$ cat src/rtl/vector_pkg.sv
// rtl/vector_pkg.sv - shared FSM encoding, default sizes and width helper for vector_argmax
package vector_pkg;

    typedef enum logic [1:0] {
        ST_IDLE   = 2'd0,
        ST_ACCUM  = 2'd1,
        ST_FINISH = 2'd2
    } state_t;

    localparam int DEF_WIDTH     = 12;
    localparam int DEF_NUM_LANES = 4;
    localparam int DEF_MAX_BEATS = 16;

    // ceil(log2(value)), never below 1 so it can size a port
    function automatic int clog2_w(input int value);
        int r;
        r = 1;
        for (int i = 1; i < 31; i++) begin
            if ((1 << i) < value) begin
                r = i + 1;
            end
        end
        return r;
    endfunction

endpackage

$ cat src/rtl/argmax_tree.sv
// rtl/argmax_tree.sv - combinational lane reduction to (max, lane index), lower lane wins ties
module argmax_tree
    import vector_pkg::*;
#(
    parameter int WIDTH     = DEF_WIDTH,
    parameter int NUM_LANES = DEF_NUM_LANES,
    parameter int LANE_W    = clog2_w(NUM_LANES)
) (
    input  logic [NUM_LANES*WIDTH-1:0] i_lanes,
    input  logic                       i_signed,
    output logic [WIDTH-1:0]           o_max,
    output logic [LANE_W-1:0]          o_idx
);

    function automatic logic gt(input logic [WIDTH-1:0] a, input logic [WIDTH-1:0] b,
                                input logic s);
        return s ? ($signed(a) > $signed(b)) : (a > b);
    endfunction

    // Heap layout: node n has children 2n (lower lanes) and 2n+1; leaves sit at NUM_LANES+lane.
    genvar n;
    for (n = 1; n < 2 * NUM_LANES; n++) begin : g_node
        logic [WIDTH-1:0]  w_val;
        logic [LANE_W-1:0] w_idx;
        if (n >= NUM_LANES) begin : g_leaf
            assign w_val = i_lanes[(n-NUM_LANES)*WIDTH +: WIDTH];
            assign w_idx = LANE_W'(n - NUM_LANES);
        end else begin : g_join
            logic w_take_hi;
            assign w_take_hi = gt(g_node[2*n+1].w_val, g_node[2*n].w_val, i_signed);
            assign w_val     = w_take_hi ? g_node[2*n+1].w_val : g_node[2*n].w_val;
            assign w_idx     = w_take_hi ? g_node[2*n+1].w_idx : g_node[2*n].w_idx;
        end
    end

    assign o_max = g_node[1].w_val;
    assign o_idx = g_node[1].w_idx;

endmodule

$ cat src/rtl/vector_argmax.sv
// rtl/vector_argmax.sv - multi-beat streaming argmax with start/done control
module vector_argmax
    import vector_pkg::*;
#(
    parameter int WIDTH     = DEF_WIDTH,
    parameter int NUM_LANES = DEF_NUM_LANES,
    parameter int MAX_BEATS = DEF_MAX_BEATS,
    parameter int BEAT_W    = clog2_w(MAX_BEATS + 1),
    parameter int IDX_W     = clog2_w(NUM_LANES * MAX_BEATS)
) (
    input  logic                       clk,
    input  logic                       reset,
    input  logic                       start,
    input  logic                       signed_mode,
    input  logic [BEAT_W-1:0]          num_beats,
    input  logic                       in_valid,
    output logic                       in_ready,
    input  logic [NUM_LANES*WIDTH-1:0] vec_in,
    output logic [WIDTH-1:0]           max_out,
    output logic [IDX_W-1:0]           idx_out,
    output logic                       done,
    output logic                       busy
);

    localparam int LANE_W = clog2_w(NUM_LANES);

    state_t            r_state;
    state_t            w_next;
    logic              r_signed;
    logic [BEAT_W-1:0] r_count;
    logic [BEAT_W-1:0] r_beat;
    logic              r_first;
    logic [WIDTH-1:0]  r_run_max;
    logic [IDX_W-1:0]  r_run_idx;
    logic [WIDTH-1:0]  r_max_out;
    logic [IDX_W-1:0]  r_idx_out;
    logic              r_done;

    logic [WIDTH-1:0]  w_beat_max;
    logic [LANE_W-1:0] w_lane;
    logic [BEAT_W-1:0] w_eff_count;
    logic [IDX_W-1:0]  w_flat;
    logic              w_accept;
    logic              w_last;
    logic              w_update;

    argmax_tree #(
        .WIDTH     (WIDTH),
        .NUM_LANES (NUM_LANES),
        .LANE_W    (LANE_W)
    ) u_tree (
        .i_lanes  (vec_in),
        .i_signed (r_signed),
        .o_max    (w_beat_max),
        .o_idx    (w_lane)
    );

    function automatic logic gt(input logic [WIDTH-1:0] a, input logic [WIDTH-1:0] b,
                                input logic s);
        return s ? ($signed(a) > $signed(b)) : (a > b);
    endfunction

    always_comb begin
        w_eff_count = num_beats;
        if (num_beats == '0) begin
            w_eff_count = BEAT_W'(1);
        end else if (num_beats > BEAT_W'(MAX_BEATS)) begin
            w_eff_count = BEAT_W'(MAX_BEATS);
        end
    end

    // NUM_LANES is a power of two, so beat*NUM_LANES+lane is a plain concatenation
    assign w_flat   = IDX_W'({r_beat, w_lane});
    assign w_accept = in_valid && (r_state == ST_ACCUM);
    assign w_last   = (r_beat == (r_count - BEAT_W'(1)));
    assign w_update = r_first || gt(w_beat_max, r_run_max, r_signed);

    always_comb begin
        w_next = r_state;
        case (r_state)
            ST_IDLE:   if (start) w_next = ST_ACCUM;
            ST_ACCUM:  if (w_accept && w_last) w_next = ST_FINISH;
            ST_FINISH: w_next = ST_IDLE;
            default:   w_next = ST_IDLE;
        endcase
    end

    always_ff @(posedge clk) begin
        if (reset) begin
            r_state   <= ST_IDLE;
            r_signed  <= 1'b0;
            r_count   <= '0;
            r_beat    <= '0;
            r_first   <= 1'b0;
            r_run_max <= '0;
            r_run_idx <= '0;
            r_max_out <= '0;
            r_idx_out <= '0;
            r_done    <= 1'b0;
        end else begin
            r_state <= w_next;
            r_done  <= 1'b0;
            if (r_state == ST_IDLE && start) begin
                r_signed <= signed_mode;
                r_count  <= w_eff_count;
                r_beat   <= '0;
                r_first  <= 1'b1;
            end
            if (w_accept) begin
                r_beat  <= r_beat + BEAT_W'(1);
                r_first <= 1'b0;
                if (w_update) begin
                    r_run_max <= w_beat_max;
                    r_run_idx <= w_flat;
                end
            end
            if (r_state == ST_FINISH) begin
                r_max_out <= r_run_max;
                r_idx_out <= r_run_idx;
                r_done    <= 1'b1;
            end
        end
    end

    assign in_ready = (r_state == ST_ACCUM);
    assign busy     = (r_state == ST_ACCUM) || (r_state == ST_FINISH);
    assign max_out  = r_max_out;
    assign idx_out  = r_idx_out;
    assign done     = r_done;

endmodule

$ cat config.mk
export PLATFORM = sky130hd
export DESIGN_NAME = vector_argmax
export DESIGN_NICKNAME = d
export VERILOG_FILES = /design/src/rtl/vector_pkg.sv /design/src/rtl/argmax_tree.sv /design/src/rtl/vector_argmax.sv
export SDC_FILE = /design/constraint.sdc
export NUM_CORES = 1
export LEC_CHECK = 0
export BUFFER_PORTS_ARGS = -buffer_cell sky130_fd_sc_hd__buf_4
export CAP_MARGIN = 20
export CORE_UTILIZATION = 56
export DETAILED_ROUTE_END_ITERATION = 10
export GPL_TIMING_DRIVEN = 0
export PLACE_DENSITY = 0.85
export SETUP_SLACK_MARGIN = 0.15
export SLEW_MARGIN = 40
export SYNTH_ARGS = -nofsm -noshare
export SYNTH_HDL_FRONTEND = slang
export SYNTH_SLANG_ARGS = --single-unit
$ cat constraint.sdc
create_clock -name clk -period 10.35 [get_ports clk]
set_input_delay 1.5525 -clock clk [delete_from_list [all_inputs] [get_ports clk]]
set_output_delay 1.5525 -clock clk [all_outputs]
set_load 0.1 [all_outputs]
==> metrics.md, run 1 <==
| Metric | Value |
|---|---|
| Layout Nets | `652` |
| Post-synth EDFFs | `0` |
| Largest net degree at the start of global routing | `17` |
| Worst hold start | `r_run_idx[1]$_SDFFE_PP0P_` |
| Grt ovf | `0` |
| Post-Syn Area | `3870 um^2` |
| TritonCTS clock tree | `built` |
| Top-Level Pins | `79` |
| Initial DRC Count | `173` |
| Die Span Y | `85.2 um` |
| Reg power frac | `0.350` |
| Met1 wire length | `4150 um` |
| Achievable Freq | `110 MHz` |
| Clock Pin Slew Worst Setup and Hold Paths | `0.09 ns` |
| Synthesized Nets | `566` |
| Worst setup SP type | `primary input` |
| H-tree levels | `2` |
| Final Cycle Share | `0.875` |
| Uppermost layer routed | `met4` |
| DR pass1 iterations | `5` |
| Internal power | `378 uW` |
| Non-filler cells in the finished layout | `619` |
| DRT Wirelength | `9110 um` |
| Leakage | `0.00216 uW` |
| Worst Path Required | `10.61 ns` |
| Core Area | `6530 um^2` |
| Hold Buf Count CTS | `0` |
| R2r startpoint | `r_signed$_SDFFE_PP0P_` |
| Fin area | `4660 um^2` |
| Global placement routability congestion | `0.923` |
| Area growth syn-to-layout | `20.3%` |
| Hold Path Class | `register to register` |
| Met3 wire len | `513 um` |
| Vias in the first global route | `3553` |
| Via count | `3617` |
| Gate power share | `0.448` |
| Arrival @ worst endpoint | `9.32 ns` |
| CP Class | `primary input to register` |
| RSZ-0062 raised after global routing | `false` |
| Placed insts | `611` |
| Switching power total | `224 uW` |
| Clock latency on the worst-skew pair | `0.31 ns` |
| Post-route ant nets | `0` |
| Setup bufs post-CTS | `0` |
| CTS Buf Count | `5` |
| Result of the run | `completed` |
| Tmin final | `9.06 ns` |
| Syn_area_per_cell | `8.52 um^2` |
| Met2 WL | `4310 um` |
| Final setup violating endpoints | `0` |
| Slew at the pin with the worst max-slew slack | `0.846 ns` |
| WL per Instance | `14.7 um` |
| Synth Instances | `455` |
| R2R setup slack | `3.15 ns` |
| Max FO, Critical Path | `10` |
| Clk pwr share | `0.202` |
| Worst reg2reg endpoint | `r_run_max[2]$_SDFFE_PP0P_` |
| Seq. cell area | `1020 um^2` |
| FILL cells | `491` |
| Rows | `29` |
| Yosys warns | `0` |
| Die area | `7260 um^2` |
| # diodes | `0` |
| Port bufs | `78` |
| Hold Path End | `r_run_idx[1]$_SDFFE_PP0P_` |
| Clk root buf | `clkbuf_8` |
| Ratio of cells with drive above 1 in the final layout | `0.203` |
| Post-DP HPWL | `7440 um` |
| CTS Buffer Depth | `2` |
| All-Layer GR Usage | `0.267` |
| Crit. End Element | `register` |
| CTS resizes | `0` |
| Clk_skew | `0.00587 ns` |
| Rel. slew slack | `0.421` |
| Initial antenna violation count | `0` |
| Slew Viols, Final | `0` |
| Unique masters post-synth | `51` |
| Vias per Instance | `5.84` |
| DRC | `0` |
| Crit path largest cell delay | `0.56 ns` |
| Initial cell density of the core | `0.593` |
| Dpl cell area | `4560 um^2` |
| Hold Path Stages | `2` |
| Post-synthesis sequential area ratio | `0.263` |
| Reg2reg path depth | `29` |
| FFs w/ async S/R, synth | `0` |
| Die Wd | `85.2 um` |
| Clock sinks | `51` |
| # Max-Cap Violations | `0` |
| Worst vdd ir | `0.123 mV` |
| Yosys reg bits | `51` |
| Crit path buffers/inverters | `7` |
| Post-synth top flop | `dfxtp_1` |
| Final Hold Fails | `0` |
| First-pass GRT wire length | `15600 um` |
| CP top delay family | `compound AO/OA/AOI/OAI gates` |
| Setup TNS | `0 ns` |
| P per Cell Area | `129 nW/um^2` |
| Final core occ | `0.714` |
| Critical Path Slowest Stage Cell | `a311oi_1` |
| Area of the multi-input gates | `2560 um^2` |
| CP most frequent cell | `o21ai_0` |
| Net Sw Frac | `0.372` |
[cell type report]
| cell class | instances | share of cell area |
|---|---|---|
| timing repair buffer | 79 | 0.127 |
| clock inverter | 2 | 0.00349 |
| inverter | 56 | 0.0451 |
| buffer | 17 | 0.0185 |
| sequential | 51 | 0.219 |
| multi-input combinational | 331 | 0.549 |
| clock buffer | 6 | 0.0177 |
| tap | 77 | 0.0207 |
[worst max-delay path by stage]
stage	startpoint	end	depth (start not counted)
after floorplan	vec_in[11]	r_run_max[10]$_SDFFE_PP0P_	32
after global placement	vec_in[11]	r_run_max[1]$_SDFFE_PP0P_	36
after detailed placement	vec_in[11]	r_run_max[6]$_SDFFE_PP0P_	37
after CTS	vec_in[11]	r_run_max[6]$_SDFFE_PP0P_	37
after global routing	vec_in[11]	r_run_max[1]$_SDFFE_PP0P_	37
final	vec_in[11]	r_run_max[2]$_SDFFE_PP0P_	37
[cell usage in the layout, fill, tap and decap left out, types with 2 or more instances in the layout]
master      n
a2111oi_0   2
a211oi_1    4
a21o_1      8
a21oi_1    38
a221oi_1    2
a22o_1     11
a22oi_1     2
a31oi_1     2
and2_1      2
buf_4      80
buf_6       2
clkbuf_1   13
clkbuf_8    6
dfxtp_1    51
ha_1       53
inv_1      56
mux2i_1    38
mux2i_2     9
nand2_1    19
nand2b_1    4
nand3_1     4
nand3b_1    4
nand4_1    13
nor2_1     46
nor2b_1    10
nor3_1     10
nor4_1      2
o211ai_1    3
o21ai_0    12
or2_1       2
or3_1       2
xnor2_1     7
xor2_1      3
[through the flow]
step | setup slack (ns) | hold slack (ns) | total power (uW)
global placement | 1.03 | 0.448 | 469
floorplan | 2.15 | 0.436 | 410
detailed placement | 1.09 | 0.460 | 480
CTS | 1.36 | 0.472 | 600
global route | 0.683 | 0.494 | 641
finish | 1.29 | 0.474 | 602
[cells by family after synthesis]
group           share of synthesized area
compound gates                      0.169
flops                               0.263
fa+ha+maj                           0.171
mux                                 0.140
simple gates                        0.157
buf+inv                            0.0765
xor+xnor                           0.0226
[cell usage after synthesis (all sizes together) (4+ instances only)]
cell type | n | area (um^2)
nand2b | 4 | 25.0
dfxtp | 51 | 1020
a21oi | 38 | 190
a22o | 11 | 96.3
nor2 | 46 | 173
xnor2 | 7 | 61.3
o21ai | 12 | 60.1
nor3 | 11 | 60.1
clkbuf | 13 | 48.8
a21o | 8 | 60.1
inv | 56 | 210
buf | 4 | 37.5
a211oi | 4 | 30.0
mux2i | 47 | 504
ha | 53 | 663
nand4 | 14 | 103
nand2 | 19 | 71.3
nand3 | 4 | 20.0
nand3b | 4 | 30.0
nor2b | 10 | 62.6
[worst register-to-register path: cells and delay by family (launching register included)]
family	cells	cell delay [ns]
compound gates	14	2.99
xor+xnor	1	0.19
fa+ha+maj	2	0.61
buf+inv	4	1.46
flops	1	0.40
mux	2	0.70
simple gates	6	0.81
[metal layers]
| layer | up-vias | GRT usage |
|---|---|---|
| li1 | 1778 | - |
| met1 | 1692 | 0.344 |
| met2 | 131 | 0.462 |
| met3 | 16 | 0.0447 |
| met4 | 0 | 0.0709 |
| met5 | - | 0 |
[power groups by stage]
stage | Combinational, uW | Clock [uW] | Sequential [uW]
floorplan | 197 | 0 | 213
global placement | 254 | 0 | 215
detailed placement | 265 | 0 | 215
CTS | 267 | 123 | 211
global route | 299 | 129 | 212
finish | 270 | 121 | 211
[registers in the layout (all words and copies together), names as in the netlist]
name       cells
max_out       12
r_run_max     12
idx_out        6
r_run_idx      6
r_beat         5
r_count        5
r_state        2
done           1
r_first        1
r_signed       1
(Power assumes the default switching activity.)
==> run 2: changes to the inputs <==
Settings changed: PLACE_DENSITY 0.85 to unset, PLACE_DENSITY_LB_ADDON set to 0.3.
==> run 2 against run 1 <==
Net effect:
- die area is the same
- sequential power is essentially flat
- worst hold slack lost 0.0018 ns
- maximum frequency shrank 0.65%
- cell count is the same
- non-clock buffer count is the same
- count of clock-buffer cells in the layout shrank 1
- design area shrank 0.13%
- core utilization shrank 0.096 points
- critical path type unchanged
==> metrics.md, run 2 (synthesis results as in run 1) <==
| Metric | Value |
|---|---|
| Result of the run | `completed (unchanged)` |
| Die Span Y | `85.2 um (unchanged)` |
| Achievable Freq | `110 MHz (about the same)` |
| WL per Instance | `14.6 um (was 14.7 um)` |
| Rows | `29 (unchanged)` |
| Clock sinks | `51 (unchanged)` |
| # diodes | `0 (unchanged)` |
| Crit path largest cell delay | `0.56 ns (about the same)` |
| All-Layer GR Usage | `0.261 (was 0.267)` |
| Ratio of cells with drive above 1 in the final layout | `0.203 (unchanged)` |
| Hold Buf Count CTS | `0 (unchanged)` |
| CP Class | `primary input to register (unchanged)` |
| Vias per Instance | `5.74 (was 5.84)` |
| Slew at the pin with the worst max-slew slack | `0.765 ns (was 0.846 ns)` |
| Net Sw Frac | `0.376 (was 0.372)` |
| Final Hold Fails | `0 (unchanged)` |
| Most common cell after layout, fill and taps aside | `buf_4 (unchanged)` |
| P per Cell Area | `128 nW/um^2 (was 129 nW/um^2)` |
| Max FO, Critical Path | `10 (unchanged)` |
| DRC | `0 (unchanged)` |
| Crit path buffers/inverters | `7 (unchanged)` |
| H-tree levels | `2 (unchanged)` |
| Die Wd | `85.2 um (unchanged)` |
| CTS resizes | `0 (unchanged)` |
| Final Cycle Share | `0.881 (was 0.875)` |
| Core Area | `6530 um^2 (unchanged)` |
| Switching power total | `224 uW (about the same)` |
| CP top delay family | `compound AO/OA/AOI/OAI gates (unchanged)` |
| Area growth syn-to-layout | `20.1% (was 20.3%)` |
| # Max-Cap Violations | `0 (unchanged)` |
| Clock Pin Slew Worst Setup and Hold Paths | `0.10 ns (was 0.09 ns)` |
| Top-Level Pins | `79 (unchanged)` |
| Worst Path Required | `10.60 ns (was 10.61 ns)` |
| Clock latency on the worst-skew pair | `0.30 ns (was 0.31 ns)` |
| Reg power frac | `0.354 (was 0.350)` |
| DR pass1 iterations | `4 (was 5)` |
| Most frequent cells in the layout | `buf_4, inv_1, ha_1 (unchanged)` |
| Initial cell density of the core | `0.593 (unchanged)` |
| CTS Buffer Depth | `2 (unchanged)` |
| Rel. slew slack | `0.477 (was 0.421)` |
| Port bufs | `78 (unchanged)` |
| Clk root buf | `clkbuf_8 (unchanged)` |
| Tmin final | `9.12 ns (was 9.06 ns)` |
| Critical Path Slowest Stage Cell | `a311oi_1 (unchanged)` |
| Via count | `3553 (was 3617)` |
| Arrival @ worst endpoint | `9.37 ns (was 9.32 ns)` |
| CTS Buf Count | `5 (unchanged)` |
| DRT Wirelength | `9010 um (was 9110 um)` |
| Worst vdd ir | `0.0902 mV (was 0.123 mV)` |
| Global placement routability congestion | `0.849 (was 0.923)` |
| Grt ovf | `0 (unchanged)` |
| Die area | `7260 um^2 (unchanged)` |
| Clk_skew | `0.00759 ns (was 0.00587 ns)` |
| Setup ws final | `1.23 ns (was 1.29 ns)` |
| Setup bufs post-CTS | `0 (unchanged)` |
| Final setup violating endpoints | `0 (unchanged)` |
| Initial DRC Count | `123 (was 173)` |
| RSZ-0062 raised after global routing | `false (unchanged)` |
| Slew Viols, Final | `0 (unchanged)` |
| Leakage | `0.00215 uW (was 0.00216 uW)` |
| Setup WS pre-CTS | `1.14 ns (was 1.09 ns)` |
| First-pass GRT wire length | `15300 um (was 15600 um)` |
| Worst setup SP type | `primary input (unchanged)` |
| Initial antenna violation count | `0 (unchanged)` |
| Crit. End Element | `register (unchanged)` |
| Layout Nets | `652 (unchanged)` |
| Clk pwr share | `0.197 (was 0.202)` |
| Vias in the first global route | `3447 (was 3553)` |
| Internal power | `371 uW (was 378 uW)` |
| Hold Path Class | `register to register (unchanged)` |
| TritonCTS clock tree | `built (unchanged)` |
| Gate power share | `0.449 (was 0.448)` |
| CP most frequent cell | `o21ai_0 (unchanged)` |
| Post-route ant nets | `0 (unchanged)` |
| Setup TNS | `0 ns (unchanged)` |
| Largest net degree at the start of global routing | `18 (was 17)` |
| Post-DP HPWL | `7350 um (was 7440 um)` |
[run 2: cell count changes in the layout (fill, tap and decap cells not counted), sizes merged]
cell / delta
inv: +1
clkbuf: -1
clkinv: -1
clkinvlp: +1
[run 2: layer usage]
metal	track usage	part of all wire	vias up
li1	-	-	1774
met1	0.338	0.46	1666
met2	0.447	0.47	95
met3	0.0535	0.058	18
met4	0.0632	0.015	0
met5	0	0	-
[run 2: cell type report]
class,instances,area [um^2]
multi-input combinational,331,2560
tap,77,96.3
fill,532,1880
sequential,51,1020
clock buffer,5,68.8
clock inverter,3,23.8
buffer,17,86.3
inverter,56,210
timing repair buffer,79,591
[run 2: power groups by stage]
stage	Clock (uW)	Combinational (uW)	Sequential (uW)
floorplan	0	197	213
global placement	0	253	215
detailed placement	0	263	215
CTS	118	265	211
global route	126	297	212
finish	117	267	211
[run 2: metrics by stage]
step / hold slack, ns / util / instance area (um^2) / power, uW / cells
after floorplan: 0.436 / - / 3870 / 410 / 455
after global placement: 0.445 / 0.698 / 4560 / 468 / 610
after detailed placement: 0.452 / 0.698 / 4560 / 478 / 611
after CTS: 0.466 / 0.713 / 4650 / 594 / 619
after global routing: 0.500 / 0.713 / 4650 / 635 / 619
final: 0.472 / 0.713 / 4650 / 595 / 619
[run 2: worst register-to-register path: cells and delay by family (launching register included)]
| family | cells | cell delay [ns] |
|---|---|---|
| compound gates | 14 | 3.05 |
| xor+xnor | 1 | 0.18 |
| fa+ha+maj | 2 | 0.61 |
| buf+inv | 4 | 1.46 |
| flops | 1 | 0.45 |
| mux | 2 | 0.67 |
| simple gates | 6 | 0.79 |
[run 2: path summary, 6_finish.rpt]
path | from | end | slack, ns | cells past startpoint
setup / recovery | vec_in[11] | r_run_max[1]$_SDFFE_PP0P_ | 1.23 | 37
setup reg to reg | r_signed$_SDFFE_PP0P_ | r_run_max[1]$_SDFFE_PP0P_ | 3.08 | 29
hold reg to reg | r_count[4]$_SDFFE_PP0P_ | r_count[4]$_SDFFE_PP0P_ | 0.47 | 2
hold / removal | r_count[4]$_SDFFE_PP0P_ | r_count[4]$_SDFFE_PP0P_ | 0.47 | 2
